--- src/rtl/mem_arbiter_n.sv ---
// N-port memory arbiter: per-port request capture, fixed-priority or round-robin grant,
// one outstanding transaction on the core memory port, optional response timeout.
module mem_arbiter_n #(
    parameter  int NUM_PORTS  = 2,
    parameter  int ADDR_WIDTH = 32,
    parameter  int DATA_WIDTH = 32,
    parameter  int ARB_MODE   = 0,
    parameter  int TIMEOUT    = 0,
    localparam int SW         = DATA_WIDTH / 8,
    localparam int GW         = (NUM_PORTS > 1) ? $clog2(NUM_PORTS) : 1
) (
    input  logic                            clk,
    input  logic                            rst,
    input  logic [NUM_PORTS-1:0]            m_valid,
    input  logic [NUM_PORTS-1:0]            m_instr,
    input  logic [NUM_PORTS*ADDR_WIDTH-1:0] m_addr,
    input  logic [NUM_PORTS*DATA_WIDTH-1:0] m_wdata,
    input  logic [NUM_PORTS*SW-1:0]         m_wstrb,
    output logic [DATA_WIDTH-1:0]           m_rdata,
    output logic [NUM_PORTS-1:0]            m_ready,
    output logic [NUM_PORTS-1:0]            m_error,
    output logic [NUM_PORTS-1:0]            m_overrun,
    output logic                            memory_valid,
    output logic                            memory_instr,
    output logic [ADDR_WIDTH-1:0]           memory_addr,
    output logic [DATA_WIDTH-1:0]           memory_wdata,
    output logic [SW-1:0]                   memory_wstrb,
    input  logic [DATA_WIDTH-1:0]           memory_rdata,
    input  logic                            memory_ready,
    output logic [GW-1:0]                   grant_id,
    output logic                            busy
);

    localparam int TW = (TIMEOUT > 2) ? $clog2(TIMEOUT) : 1;
    localparam logic [TW-1:0] TCNT_MAX = TW'((TIMEOUT > 0) ? TIMEOUT - 1 : 0);

    typedef enum logic {
        ST_IDLE = 1'b0,
        ST_WAIT = 1'b1
    } state_t;

    state_t                 r_state;
    state_t                 w_state_nxt;

    logic [NUM_PORTS-1:0]   r_pend;
    logic [NUM_PORTS-1:0]   r_binstr;
    logic [ADDR_WIDTH-1:0]  r_baddr  [NUM_PORTS];
    logic [DATA_WIDTH-1:0]  r_bwdata [NUM_PORTS];
    logic [SW-1:0]          r_bwstrb [NUM_PORTS];

    logic [GW-1:0]          r_ptr;
    logic [GW-1:0]          r_grant;
    logic [TW-1:0]          r_tcnt;

    logic                   r_mem_valid;
    logic                   r_mem_instr;
    logic [ADDR_WIDTH-1:0]  r_mem_addr;
    logic [DATA_WIDTH-1:0]  r_mem_wdata;
    logic [SW-1:0]          r_mem_wstrb;
    logic [DATA_WIDTH-1:0]  r_rdata;
    logic [NUM_PORTS-1:0]   r_m_ready;
    logic [NUM_PORTS-1:0]   r_m_error;
    logic [NUM_PORTS-1:0]   r_ovr;

    logic [NUM_PORTS-1:0]   w_cap;
    logic [NUM_PORTS-1:0]   w_req;
    logic [NUM_PORTS-1:0]   w_clr;
    logic [GW-1:0]          w_win;
    logic                   w_found;
    logic                   w_grant;
    logic                   w_done;
    logic                   w_expire;
    logic                   w_sel_instr;
    logic [ADDR_WIDTH-1:0]  w_sel_addr;
    logic [DATA_WIDTH-1:0]  w_sel_wdata;
    logic [SW-1:0]          w_sel_wstrb;

    // A request arriving this cycle is eligible immediately, alongside buffered ones.
    always_comb begin : p_arb
        int j;
        j       = 0;
        w_cap   = m_valid & ~r_pend;
        w_req   = r_pend | w_cap;
        w_win   = '0;
        w_found = 1'b0;
        if (ARB_MODE == 0) begin
            for (int i = NUM_PORTS - 1; i >= 0; i--) begin
                if (w_req[i]) begin
                    w_win   = GW'(i);
                    w_found = 1'b1;
                end
            end
        end else begin
            for (int k = NUM_PORTS; k >= 1; k--) begin
                j = int'(r_ptr) + k;
                if (j >= NUM_PORTS) j = j - NUM_PORTS;
                if (w_req[j]) begin
                    w_win   = GW'(j);
                    w_found = 1'b1;
                end
            end
        end
    end

    always_comb begin
        if (r_pend[w_win]) begin
            w_sel_instr = r_binstr[w_win];
            w_sel_addr  = r_baddr[w_win];
            w_sel_wdata = r_bwdata[w_win];
            w_sel_wstrb = r_bwstrb[w_win];
        end else begin
            w_sel_instr = m_instr[w_win];
            w_sel_addr  = m_addr[int'(w_win)*ADDR_WIDTH +: ADDR_WIDTH];
            w_sel_wdata = m_wdata[int'(w_win)*DATA_WIDTH +: DATA_WIDTH];
            w_sel_wstrb = m_wstrb[int'(w_win)*SW +: SW];
        end
    end

    always_ff @(posedge clk or posedge rst) begin
        if (rst) r_state <= ST_IDLE;
        else     r_state <= w_state_nxt;
    end

    // Ready on the expiry cycle wins over the timeout.
    always_comb begin
        w_state_nxt = r_state;
        w_grant     = 1'b0;
        w_done      = 1'b0;
        w_expire    = 1'b0;
        w_clr       = '0;
        case (r_state)
            ST_IDLE: begin
                if (w_found) begin
                    w_grant     = 1'b1;
                    w_state_nxt = ST_WAIT;
                end
            end
            ST_WAIT: begin
                w_expire = (TIMEOUT > 0) && (r_tcnt == TCNT_MAX) && !memory_ready;
                if (memory_ready || w_expire) begin
                    w_done         = 1'b1;
                    w_clr[r_grant] = 1'b1;
                    w_state_nxt    = ST_IDLE;
                end
            end
            default: w_state_nxt = ST_IDLE;
        endcase
    end

    always_ff @(posedge clk or posedge rst) begin
        if (rst) begin
            r_pend      <= '0;
            r_binstr    <= '0;
            for (int i = 0; i < NUM_PORTS; i++) begin
                r_baddr[i]  <= '0;
                r_bwdata[i] <= '0;
                r_bwstrb[i] <= '0;
            end
            r_ptr       <= GW'(NUM_PORTS - 1);
            r_grant     <= '0;
            r_tcnt      <= '0;
            r_mem_valid <= 1'b0;
            r_mem_instr <= 1'b0;
            r_mem_addr  <= '0;
            r_mem_wdata <= '0;
            r_mem_wstrb <= '0;
            r_rdata     <= '0;
            r_m_ready   <= '0;
            r_m_error   <= '0;
            r_ovr       <= '0;
        end else begin
            r_m_ready <= '0;
            r_m_error <= '0;
            r_ovr     <= m_valid & r_pend;
            r_pend    <= (r_pend | w_cap) & ~w_clr;
            for (int i = 0; i < NUM_PORTS; i++) begin
                if (w_cap[i]) begin
                    r_binstr[i] <= m_instr[i];
                    r_baddr[i]  <= m_addr[i*ADDR_WIDTH +: ADDR_WIDTH];
                    r_bwdata[i] <= m_wdata[i*DATA_WIDTH +: DATA_WIDTH];
                    r_bwstrb[i] <= m_wstrb[i*SW +: SW];
                end
            end
            if (w_grant) begin
                r_mem_valid <= 1'b1;
                r_mem_instr <= w_sel_instr;
                r_mem_addr  <= w_sel_addr;
                r_mem_wdata <= w_sel_wdata;
                r_mem_wstrb <= w_sel_wstrb;
                r_grant     <= w_win;
                r_tcnt      <= '0;
                if (ARB_MODE != 0) r_ptr <= w_win;
            end else if (r_state == ST_WAIT && !w_done) begin
                r_tcnt <= r_tcnt + 1'b1;
            end
            if (w_done) begin
                r_mem_valid        <= 1'b0;
                r_m_ready[r_grant] <= 1'b1;
                r_m_error[r_grant] <= w_expire;
                r_rdata            <= w_expire ? '0 : memory_rdata;
            end
        end
    end

    assign m_rdata      = r_rdata;
    assign m_ready      = r_m_ready;
    assign m_error      = r_m_error;
    assign m_overrun    = r_ovr;
    assign memory_valid = r_mem_valid;
    assign memory_instr = r_mem_instr;
    assign memory_addr  = r_mem_addr;
    assign memory_wdata = r_mem_wdata;
    assign memory_wstrb = r_mem_wstrb;
    assign grant_id     = r_grant;
    assign busy         = (r_state != ST_IDLE);

endmodule

--- config.mk ---
export PLATFORM = sky130hd
export DESIGN_NAME = mem_arbiter_n
export DESIGN_NICKNAME = d
export VERILOG_FILES = /design/src/rtl/mem_arbiter_n.sv
export SDC_FILE = /design/constraint.sdc
export NUM_CORES = 1
export LEC_CHECK = 0
export CAP_MARGIN = 20
export CORE_UTILIZATION = 40
export CTS_CLUSTER_SIZE = 16
export DETAILED_ROUTE_END_ITERATION = 16
export PLACE_DENSITY = 0.76
export SYNTH_ARGS = -nofsm -noshare
export SYNTH_HDL_FRONTEND = slang
export SYNTH_SLANG_ARGS = --single-unit
--- constraint.sdc ---
create_clock -name clk -period 27.1 [get_ports clk]
set_input_delay 8.13 -clock clk [delete_from_list [all_inputs] [get_ports clk]]
set_output_delay 8.13 -clock clk [all_outputs]
set_load 0.01 [all_outputs]
==> results.py, run 1 <==
metrics = {
    "outcome": {
        "status": "completed",
    },
    "floorplanning": {
        "die_w_um": 172,
        "core_area_mm2": 0.0281,
        "start_util_pct": 41.0,
        "dieArea_mm2": 0.0295,
        "rows": 61,
        "die-height_um": 172,
        "pin_count": 285,
    },
    "detailed_routing": {
        "finalWirelength_mm": 32.2,
        "vias_per_cell": 5.27,
        "wl_per_cell_um": 17.9,
        "vias": 9502,
        "drtPass1Iterations": 6,
        "drtAntennaViolNets": 0,
        "first_iter_violations": 700,
        "drc": 0,
    },
    "timing": {
        "fin_setup_tns_ns": 0,
        "finalSetupViolations": 0,
        "finalHoldViolCount": 0,
        "rsz0062_at_grt": "no",
        "hold_ws_ns": 0.474,
        "maxSlewHeadroom_pct": 26.7,
        "drv_slew": 0,
        "period_minus_slack_ns": 10.31,
        "skew_ns": 0.0105,
        "worstMarginPinSlew_ns": 1.10,
        "max_freq_ghz": 0.0970,
        "post-route-period-util_pct": 38.0,
    },
    "logic_synthesis": {
        "seq_area_frac_synth_pct": 53.9,
        "ys_ff_latch": 248,
        "synth_edf_count": 0,
        "ys.flop_type": "dfrtp_1",
        "synth_area_per_cell_um2": 9.84,
        "ys_warn_count": 0,
        "syn-cell-area_mm2": 0.0115,
        "ys_types": 38,
        "async_reset_ff_share_pct": 100,
        "syn_inst": 1171,
    },
    "layout": {
        "nNetsFinal": 1577,
        "final_common_cell": "nand2_1",
        "drive_above_1_share_pct": 11.6,
        "area_delta_synth_final_pct": 33.6,
        "final_cells": 1802,
        "final_cell_mix": "nand2_1, clkdlybuf4s50_1, dfrtp_1",
    },
    "setup_path": {
        "crit_path_end_kind": "flop",
        "cp.depth": 7,
        "path_cells": "buf_2 > buf_4 > nor2b_4 > buf_4 > nand2_1 > o2111ai_1 > mux2_2",
        "r2r_slack_ns": 24.11,
        "crit_path_frequent_cell": "buf_4",
        "startpoint": "m_valid[0]",
        "slowest_stage": "nor2b_4",
        "arrival_ns": 10.78,
        "crit_family": "buffers and inverters",
        "crit_end": "memory_instr$_DFFE_PP0P_",
        "crit_type": "in2reg",
        "rr_startpoint": "r_pend[1]$_DFF_PP0_",
        "rr_endpoint": "memory_instr$_DFFE_PP0P_",
        "slowest_delay_ns": 1.02,
        "start_kind": "input pin",
        "r2r.worst_path.cells": 5,
        "cp_max_fo": 73,
        "critPathRequiredTime_ns": 27.57,
        "cp_num_buf_inv": 3,
    },
    "min_path": {
        "worstHoldStart": "r_bwstrb[2]$_DFFE_PP0P_",
        "hold_class": "reg2reg",
    },
    "power": {
        "clkPwrFrac_pct": 29.1,
        "ir_drop_v": 0.0000478,
        "p_seq_share_pct": 41.4,
        "power_density_mw_per_mm2": 85.8,
        "intPower_uw": 911,
        "swShare_pct": 31.0,
        "combPwrFrac_pct": 29.5,
        "p_sw_uw": 409,
        "p_leak_nw": 6.64,
    },
    "clock_network": {
        "cts_sinks": 248,
        "numCtsBuffers": 28,
        "cts_hold_buf": 0,
        "post_cts_buffers": 0,
        "tritoncts": "built",
        "cts.reportedPaths.clkPinSlew_ns": 0.06,
        "worstSkewPairLatency_ns": 0.53,
        "h-tree-depth": 1,
        "clk_path_buf_depth": 3,
        "cts.root.buffer_cell": "clkbuf_16",
        "cts_resized": 0,
    },
    "global_routing": {
        "grt_pass1_vias": 9296,
        "antenna_found_initial": 3,
        "grt_max_degree": 110,
        "grt.overflow.total": 0,
        "grt_use_total_pct": 21.5,
        "grt_pass1_wl_mm": 50.1,
    },
    "placed_design": {
        "post-place-cells": 1748,
        "gp_congestion": 0.771,
        "io_buffer_count": 282,
        "dp_hpwl_mm": 21.1,
    },
    "run": {
        "drv_cap": 0,
    },
}
cell families (layout without fill, tap and decap cells):
group,after synthesis,in the layout,synth area share [%]
AND/OR/NAND/NOR,458,458,15.5
AO/OA/AOI/OAI,271,271,20.3
flip-flops,248,248,53.9
buffers and inverters,157,406,6.80
other,1,5,0.0326
multiplexers,36,36,3.52
worst reg2reg max path, stage by stage (launching register included):
cell and delay, ns:
dfrtp_4 0.80, buf_4 0.67, nor2_4 0.17, a21oi_4 0.16, buf_4 0.62, mux2_2 0.44
cells in the mapped netlist (5+ instances only):
cell type / instances / area (µm²)
nand2_1: 371 / 1390
dfrtp_1: 248 / 6210
nor2_1: 67 / 251
o221ai_1: 59 / 517
inv_1: 58 / 218
a2bb2oi_2: 56 / 841
a31oi_1: 56 / 350
o21ai_0: 56 / 280
clkbuf_1: 44 / 165
buf_2: 39 / 195
mux2_2: 36 / 405
a21oi_1: 10 / 50.1
a22o_1: 8 / 70.1
a221oi_1: 6 / 52.6
buf_12: 5 / 100
buf_4: 5 / 37.5
nor3b_1: 5 / 37.5
o21a_1: 5 / 37.5
worst min path at each step:
stage | endpoint | slack (ns) | cells after the start
after floorplan | r_baddr[32]$_DFFE_PP0P_ | 0.45 | 2
after global placement | r_baddr[43]$_DFFE_PP0P_ | 0.46 | 2
after detailed placement | r_bwdata[33]$_DFFE_PP0P_ | 0.46 | 2
after CTS | r_bwdata[33]$_DFFE_PP0P_ | 0.48 | 2
after global routing | r_bwstrb[0]$_DFFE_PP0P_ | 0.49 | 2
final | r_bwstrb[2]$_DFFE_PP0P_ | 0.47 | 2
metal layers:
metal | wire, µm | track usage, % | vias up
li1 | - | - | 4468
met1 | 13800 | 28.4 | 4619
met2 | 15200 | 35.1 | 367
met3 | 2650 | 5.29 | 48
met4 | 599 | 5.78 | 0
met5 | 0 | 0 | -
registers in the layout, indices dropped and copies added (netlist names), 4 cells and up:
name	cells
r_bwdata	64
memory_wstrb	4
r_bwstrb	8
memory_wdata	32
memory_addr	32
m_rdata	32
r_baddr	64
final cells by class:
cell class | instances | area, µm²
fillers | 2471 | 12700
diodes | 3 | 7.51
clock inverters | 8 | 98.8
well taps | 378 | 473
multi-input cells | 767 | 4550
flip-flops and latches | 248 | 6210
inverters | 59 | 229
clock buffers | 41 | 841
repair buffers | 298 | 2970
power by group through the flow:
stage / Combinational (mW) / Clock (mW) / Sequential (mW)
after floorplan: 0.218 / 0 / 0.550
after global placement: 0.377 / 0 / 0.549
after detailed placement: 0.389 / 0 / 0.552
after CTS: 0.391 / 0.393 / 0.547
after global routing: 0.428 / 0.407 / 0.560
final: 0.389 / 0.384 / 0.547
through the flow:
step / cell area (µm²) / power [mW] / worst slack, ns / utilization (%)
3_5_place_dp: 14400 / 0.941 / 16.24 / 51.2
2_1_floorplan: 11500 / 0.768 / 12.16 / -
4_1_cts: 15300 / 1.33 / 16.84 / 54.6
5_1_grt: 15400 / 1.39 / 16.67 / 54.8
3_3_place_gp: 14400 / 0.926 / 16.30 / 51.2
6_report: 15400 / 1.32 / 16.79 / 54.8
(Power assumes the default switching activity.)
==> inputs of run 2 (changes only) <==
--- a/config.mk
+++ b/config.mk
@@ -9,7 +9,7 @@
 export CORE_UTILIZATION = 40
 export CTS_CLUSTER_SIZE = 16
 export DETAILED_ROUTE_END_ITERATION = 16
-export PLACE_DENSITY = 0.76
+export PLACE_DENSITY = 0.79
 export SYNTH_ARGS = -nofsm -noshare
 export SYNTH_HDL_FRONTEND = slang
 export SYNTH_SLANG_ARGS = --single-unit
==> constraint.sdc (replaced) <==
create_clock -name clk -period 8.3 [get_ports clk]
set_input_delay 2.49 -clock clk [delete_from_list [all_inputs] [get_ports clk]]
set_output_delay 2.49 -clock clk [all_outputs]
set_load 0.01 [all_outputs]
==> run 2 against run 1 <==
Compared with the run above: critical path depth shrank 1; utilization decreased by 0.10 points; clock power rose to 3.3 times the previous value; largest cell class unchanged; global-route usage is 0.88 points higher.
==> results.py, run 2 (same netlist as run 1, synthesis figures left out) <==
metrics = {
    "placed_design": {
        "gp_congestion": 0.808,
        "dp_hpwl_mm": 20.7,
        "io_buffer_count": 282,
        "post-place-cells": 1748,
    },
    "setup_path": {
        "start_kind": "input pin",
        "crit_end": "memory_addr[27]$_DFFE_PP0P_",
        "crit_path_end_kind": "flop",
        "cp_max_fo": 88,
        "crit_type": "in2reg",
        "arrival_ns": 5.39,
        "critPathRequiredTime_ns": 8.76,
        "rr_endpoint": "memory_addr[31]$_DFFE_PP0P_",
        "r2r.worst_path.cells": 5,
        "r2r_slack_ns": 5.10,
        "startpoint": "m_valid[1]",
        "rr_startpoint": "r_pend[0]$_DFF_PP0_",
    },
    "floorplanning": {
        "die-height_um": 172,
        "die_w_um": 172,
        "rows": 61,
        "pin_count": 285,
        "core_area_mm2": 0.0281,
        "dieArea_mm2": 0.0295,
        "start_util_pct": 41.0,
    },
    "clock_network": {
        "cts_sinks": 248,
        "worstSkewPairLatency_ns": 0.53,
        "tritoncts": "built",
        "h-tree-depth": 1,
        "cts_resized": 0,
        "clk_path_buf_depth": 3,
        "cts.root.buffer_cell": "clkbuf_16",
        "cts_hold_buf": 0,
        "numCtsBuffers": 28,
        "cts.reportedPaths.clkPinSlew_ns": 0.06,
        "post_cts_buffers": 0,
    },
    "timing": {
        "max_freq_ghz": 0.203,
        "post-route-period-util_pct": 59.5,
        "fin_setup_tns_ns": 0,
        "period_minus_slack_ns": 4.94,
        "finalSetupViolations": 0,
        "maxSlewHeadroom_pct": 28.2,
        "finalHoldViolCount": 0,
        "rsz0062_at_grt": "no",
        "skew_ns": 0.0142,
        "drv_slew": 0,
        "worstMarginPinSlew_ns": 1.08,
    },
    "detailed_routing": {
        "drc": 0,
        "first_iter_violations": 803,
        "vias_per_cell": 5.26,
        "drtPass1Iterations": 5,
        "drtAntennaViolNets": 0,
        "vias": 9491,
        "finalWirelength_mm": 32.6,
        "wl_per_cell_um": 18.1,
    },
    "global_routing": {
        "grt_max_degree": 151,
        "grt_pass1_vias": 9683,
        "grt.overflow.total": 0,
        "grt_pass1_wl_mm": 51.8,
        "grt_use_total_pct": 22.4,
        "antenna_found_initial": 4,
    },
    "outcome": {
        "status": "completed",
    },
    "power": {
        "swShare_pct": 30.9,
        "ir_drop_v": 0.000158,
        "intPower_mw": 2.97,
        "p_seq_share_pct": 41.4,
        "clkPwrFrac_pct": 29.0,
        "p_sw_mw": 1.33,
        "power_density_mw_per_mm2": 280,
        "p_leak_nw": 6.63,
        "combPwrFrac_pct": 29.7,
    },
    "layout": {
        "nNetsFinal": 1575,
        "reg_top3": "r_baddr (64), r_bwdata (64)",
        "final_cell_mix": "nand2_1, clkdlybuf4s50_1, dfrtp_1",
        "area_delta_synth_final_pct": 33.3,
        "final_common_cell": "nand2_1",
        "final_cells": 1803,
        "drive_above_1_share_pct": 11.7,
    },
    "run": {
        "drv_cap": 0,
    },
    "min_path": {
        "hold_depth": 2,
        "hold_class": "reg2reg",
        "worstHoldStart": "r_bwdata[43]$_DFFE_PP0P_",
    },
}
-- run 2: worst min path at each step --
stage / endpoint
after floorplan: r_baddr[32]$_DFFE_PP0P_
after global placement: r_baddr[40]$_DFFE_PP0P_
after detailed placement: r_bwdata[38]$_DFFE_PP0P_
after CTS: r_baddr[44]$_DFFE_PP0P_
after global routing: r_bwdata[62]$_DFFE_PP0P_
final: r_bwdata[43]$_DFFE_PP0P_
-- run 2: power groups by stage --
stage	sequential (mW)	clock, mW	combinational (mW)
2_1_floorplan	1.80	0	0.711
3_3_place_gp	1.77	0	1.24
3_5_place_dp	1.79	0	1.28
4_1_cts	1.78	1.28	1.29
5_1_grt	1.82	1.33	1.41
6_report	1.78	1.25	1.27
-- run 2: through the flow --
step	area (µm²)	utilization [%]	hold slack, ns	setup slack (ns)	power (mW)
2_1_floorplan	11500	-	0.446	2.55	2.51
3_3_place_gp	14400	51.3	0.457	2.86	3.02
3_5_place_dp	14400	51.3	0.462	2.75	3.07
4_1_cts	15300	54.6	0.477	3.34	4.34
5_1_grt	15400	54.7	0.490	3.12	4.55
6_report	15400	54.7	0.474	3.36	4.30
-- run 2: worst max-delay path, stage by stage --
cell             delay (ns)
clkdlybuf4s50_1        0.78
nor2b_4                0.80
buf_4                  0.74
a22o_1                 0.23
a221oi_1               0.08
a21oi_1                0.19
-- run 2: cell type report --
class	instances	area, µm²
fillers	2434	12700
flip-flops and latches	248	6210
multi-input cells	767	4550
repair buffers	296	2940
clock buffers	44	882
well taps	378	473
inverters	59	225
clock inverters	8	67.6
diodes	3	7.51
-- run 2: routing by layer --
layer  GRT usage [%]  routed length (µm)
met1            29.1               13800
met2            37.4               15700
met4            6.29                 671
met3            4.88                2430
met5               0                  13
==> inputs of run 3 (changes only) <==
==> constraint.sdc (replaced) <==
create_clock -name clk -period 4.25 [get_ports clk]
set_input_delay 1.275 -clock clk [delete_from_list [all_inputs] [get_ports clk]]
set_output_delay 1.275 -clock clk [all_outputs]
set_load 0.01 [all_outputs]
==> run 3 against run 2 <==
Compared with the run above: non-clock buffer count is 15 higher; critical path depth is 2 lower; global-route usage is 0.051 points higher; first-iteration DRC count is 20% lower; critical path type unchanged; critical endpoint is now r_baddr[18]$_DFFE_PP0P_.
==> results.py, run 3 (same netlist as run 1, synthesis figures left out) <==
metrics = {
    "setup_path": {
        "crit_family": "buffers and inverters",
        "slowest_stage": "clkdlybuf4s50_1",
        "rr_startpoint": "r_pend[0]$_DFF_PP0_",
        "critPathRequiredTime_ns": 4.64,
        "start_kind": "input pin",
        "cp_max_fo": 44,
        "arrival_ns": 3.42,
        "crit_type": "in2reg",
        "cp_num_buf_inv": 2,
        "crit_path_end_kind": "flop",
        "startpoint": "m_valid[1]",
        "path_cells": "clkdlybuf4s50_1 > nor2b_4 > buf_4 > o21ai_0",
        "slowest_delay_ns": 0.80,
    },
    "floorplanning": {
        "core_area_mm2": 0.0281,
        "dieArea_mm2": 0.0295,
        "die_w_um": 172,
        "rows": 61,
        "pin_count": 285,
        "start_util_pct": 41.0,
        "die-height_um": 172,
    },
    "clock_network": {
        "numCtsBuffers": 28,
        "post_cts_buffers": 0,
        "cts.reportedPaths.clkPinSlew_ns": 0.06,
        "cts_hold_buf": 0,
        "cts_resized": 0,
        "tritoncts": "built",
        "worstSkewPairLatency_ns": 0.54,
        "cts_sinks": 248,
        "clk_path_buf_depth": 3,
        "h-tree-depth": 1,
        "cts.root.buffer_cell": "clkbuf_16",
    },
    "layout": {
        "final_common_cell": "nand2_1",
        "drive_above_1_share_pct": 12.3,
        "final_cell_mix": "nand2_1, clkdlybuf4s50_1, dfrtp_1",
        "reg_top3": "r_baddr (64), r_bwdata (64)",
        "final_cells": 1815,
        "area_delta_synth_final_pct": 34.9,
        "nNetsFinal": 1590,
    },
    "global_routing": {
        "grt.overflow.total": 0,
        "grt_use_total_pct": 22.5,
        "grt_pass1_vias": 9893,
        "antenna_found_initial": 2,
        "grt_max_degree": 84,
        "grt_pass1_wl_mm": 52.0,
    },
    "timing": {
        "period_minus_slack_ns": 3.03,
        "post-route-period-util_pct": 71.3,
        "finalSetupViolations": 0,
        "max_freq_ghz": 0.330,
        "hold_ws_ns": 0.473,
        "drv_slew": 0,
        "setup_ws_ns": 1.22,
        "skew_ns": 0.00885,
        "maxSlewHeadroom_pct": 30.6,
        "rsz0062_at_grt": "no",
        "finalHoldViolCount": 0,
        "worstMarginPinSlew_ns": 1.04,
        "fin_setup_tns_ns": 0,
    },
    "power": {
        "p_seq_share_pct": 42.1,
        "p_leak_nw": 6.71,
        "swShare_pct": 31.0,
        "power_density_mw_per_mm2": 537,
        "p_total_mw": 8.35,
        "intPower_mw": 5.76,
        "clkPwrFrac_pct": 28.1,
        "ir_drop_v": 0.000365,
        "combPwrFrac_pct": 29.8,
        "p_sw_mw": 2.59,
    },
    "run": {
        "drv_cap": 0,
    },
    "detailed_routing": {
        "drtAntennaViolNets": 0,
        "first_iter_violations": 646,
        "drc": 0,
        "drtPass1Iterations": 5,
        "vias": 9581,
        "wl_per_cell_um": 18.1,
        "vias_per_cell": 5.28,
        "finalWirelength_mm": 32.9,
    },
    "placed_design": {
        "post-place-cells": 1763,
        "dp_hpwl_mm": 22.2,
        "gp_congestion": 0.815,
        "pre_cts_ws_ns": 0.694,
        "io_buffer_count": 282,
    },
    "min_path": {
        "hold_class": "reg2reg",
        "worstHoldStart": "r_bwdata[59]$_DFFE_PP0P_",
    },
    "outcome": {
        "status": "completed",
    },
}
## run 3: cell types whose count changed in the layout (fill, tap and decap cells not counted), sizes merged
cell,before,now
clkinv,6,3
bufinv,1,0
clkbuf,44,45
buf,15,30
## run 3: final cells by class
type,instances,area (µm²)
flip-flops and latches,248,6210
fillers,2422,12500
repair buffers,311,3160
well taps,378,473
clock inverters,4,22.5
diodes,3,7.51
multi-input cells,767,4550
clock buffers,45,886
inverters,59,225
## run 3: metrics by stage
stage | utilization, % | area [µm²]
final | 55.3 | 15500
after detailed placement | 52.1 | 14600
after CTS | 55.3 | 15500
after global placement | 52.1 | 14600
after floorplan | - | 11500
after global routing | 55.3 | 15500
## run 3: worst register-to-register path: stages (launching register included)
cell and delay [ns]:
dfrtp_4 1.10, nor2_2 0.08, buf_4 0.23, a21oi_4 0.52, buf_12 0.33, nor2_1 0.12, a31oi_1 0.19
## run 3: final timing paths
kind | to | slack [ns] | depth (start not counted)
min in group asynchronous | memory_wdata[22]$_DFFE_PP0P_ | 1.25 | 2
min | r_bwdata[59]$_DFFE_PP0P_ | 0.47 | 2
min reg2reg | r_bwdata[59]$_DFFE_PP0P_ | 0.47 | 2
max reg2reg | memory_addr[20]$_DFFE_PP0P_ | 1.59 | 6
max | r_baddr[18]$_DFFE_PP0P_ | 1.22 | 4
max in group asynchronous | memory_addr[4]$_DFFE_PP0P_ | 2.17 | 3
## run 3: metal layers
metal / vias up / global-route usage (%) / wire length (µm)
met5: - / 0 / 0
met1: 4609 / 28.1 / 13300
met2: 419 / 37.6 / 15700
met3: 71 / 5.29 / 2910
li1: 4482 / - / -
met4: 0 / 8.15 / 992
## run 3: power groups by stage
stage	logic [mW]	registers [mW]	clock network, mW
after global routing	2.73	3.59	2.49
after floorplan	1.39	3.51	0
after detailed placement	2.50	3.54	0
final	2.49	3.51	2.35
after global placement	2.42	3.52	0
after CTS	2.51	3.51	2.40
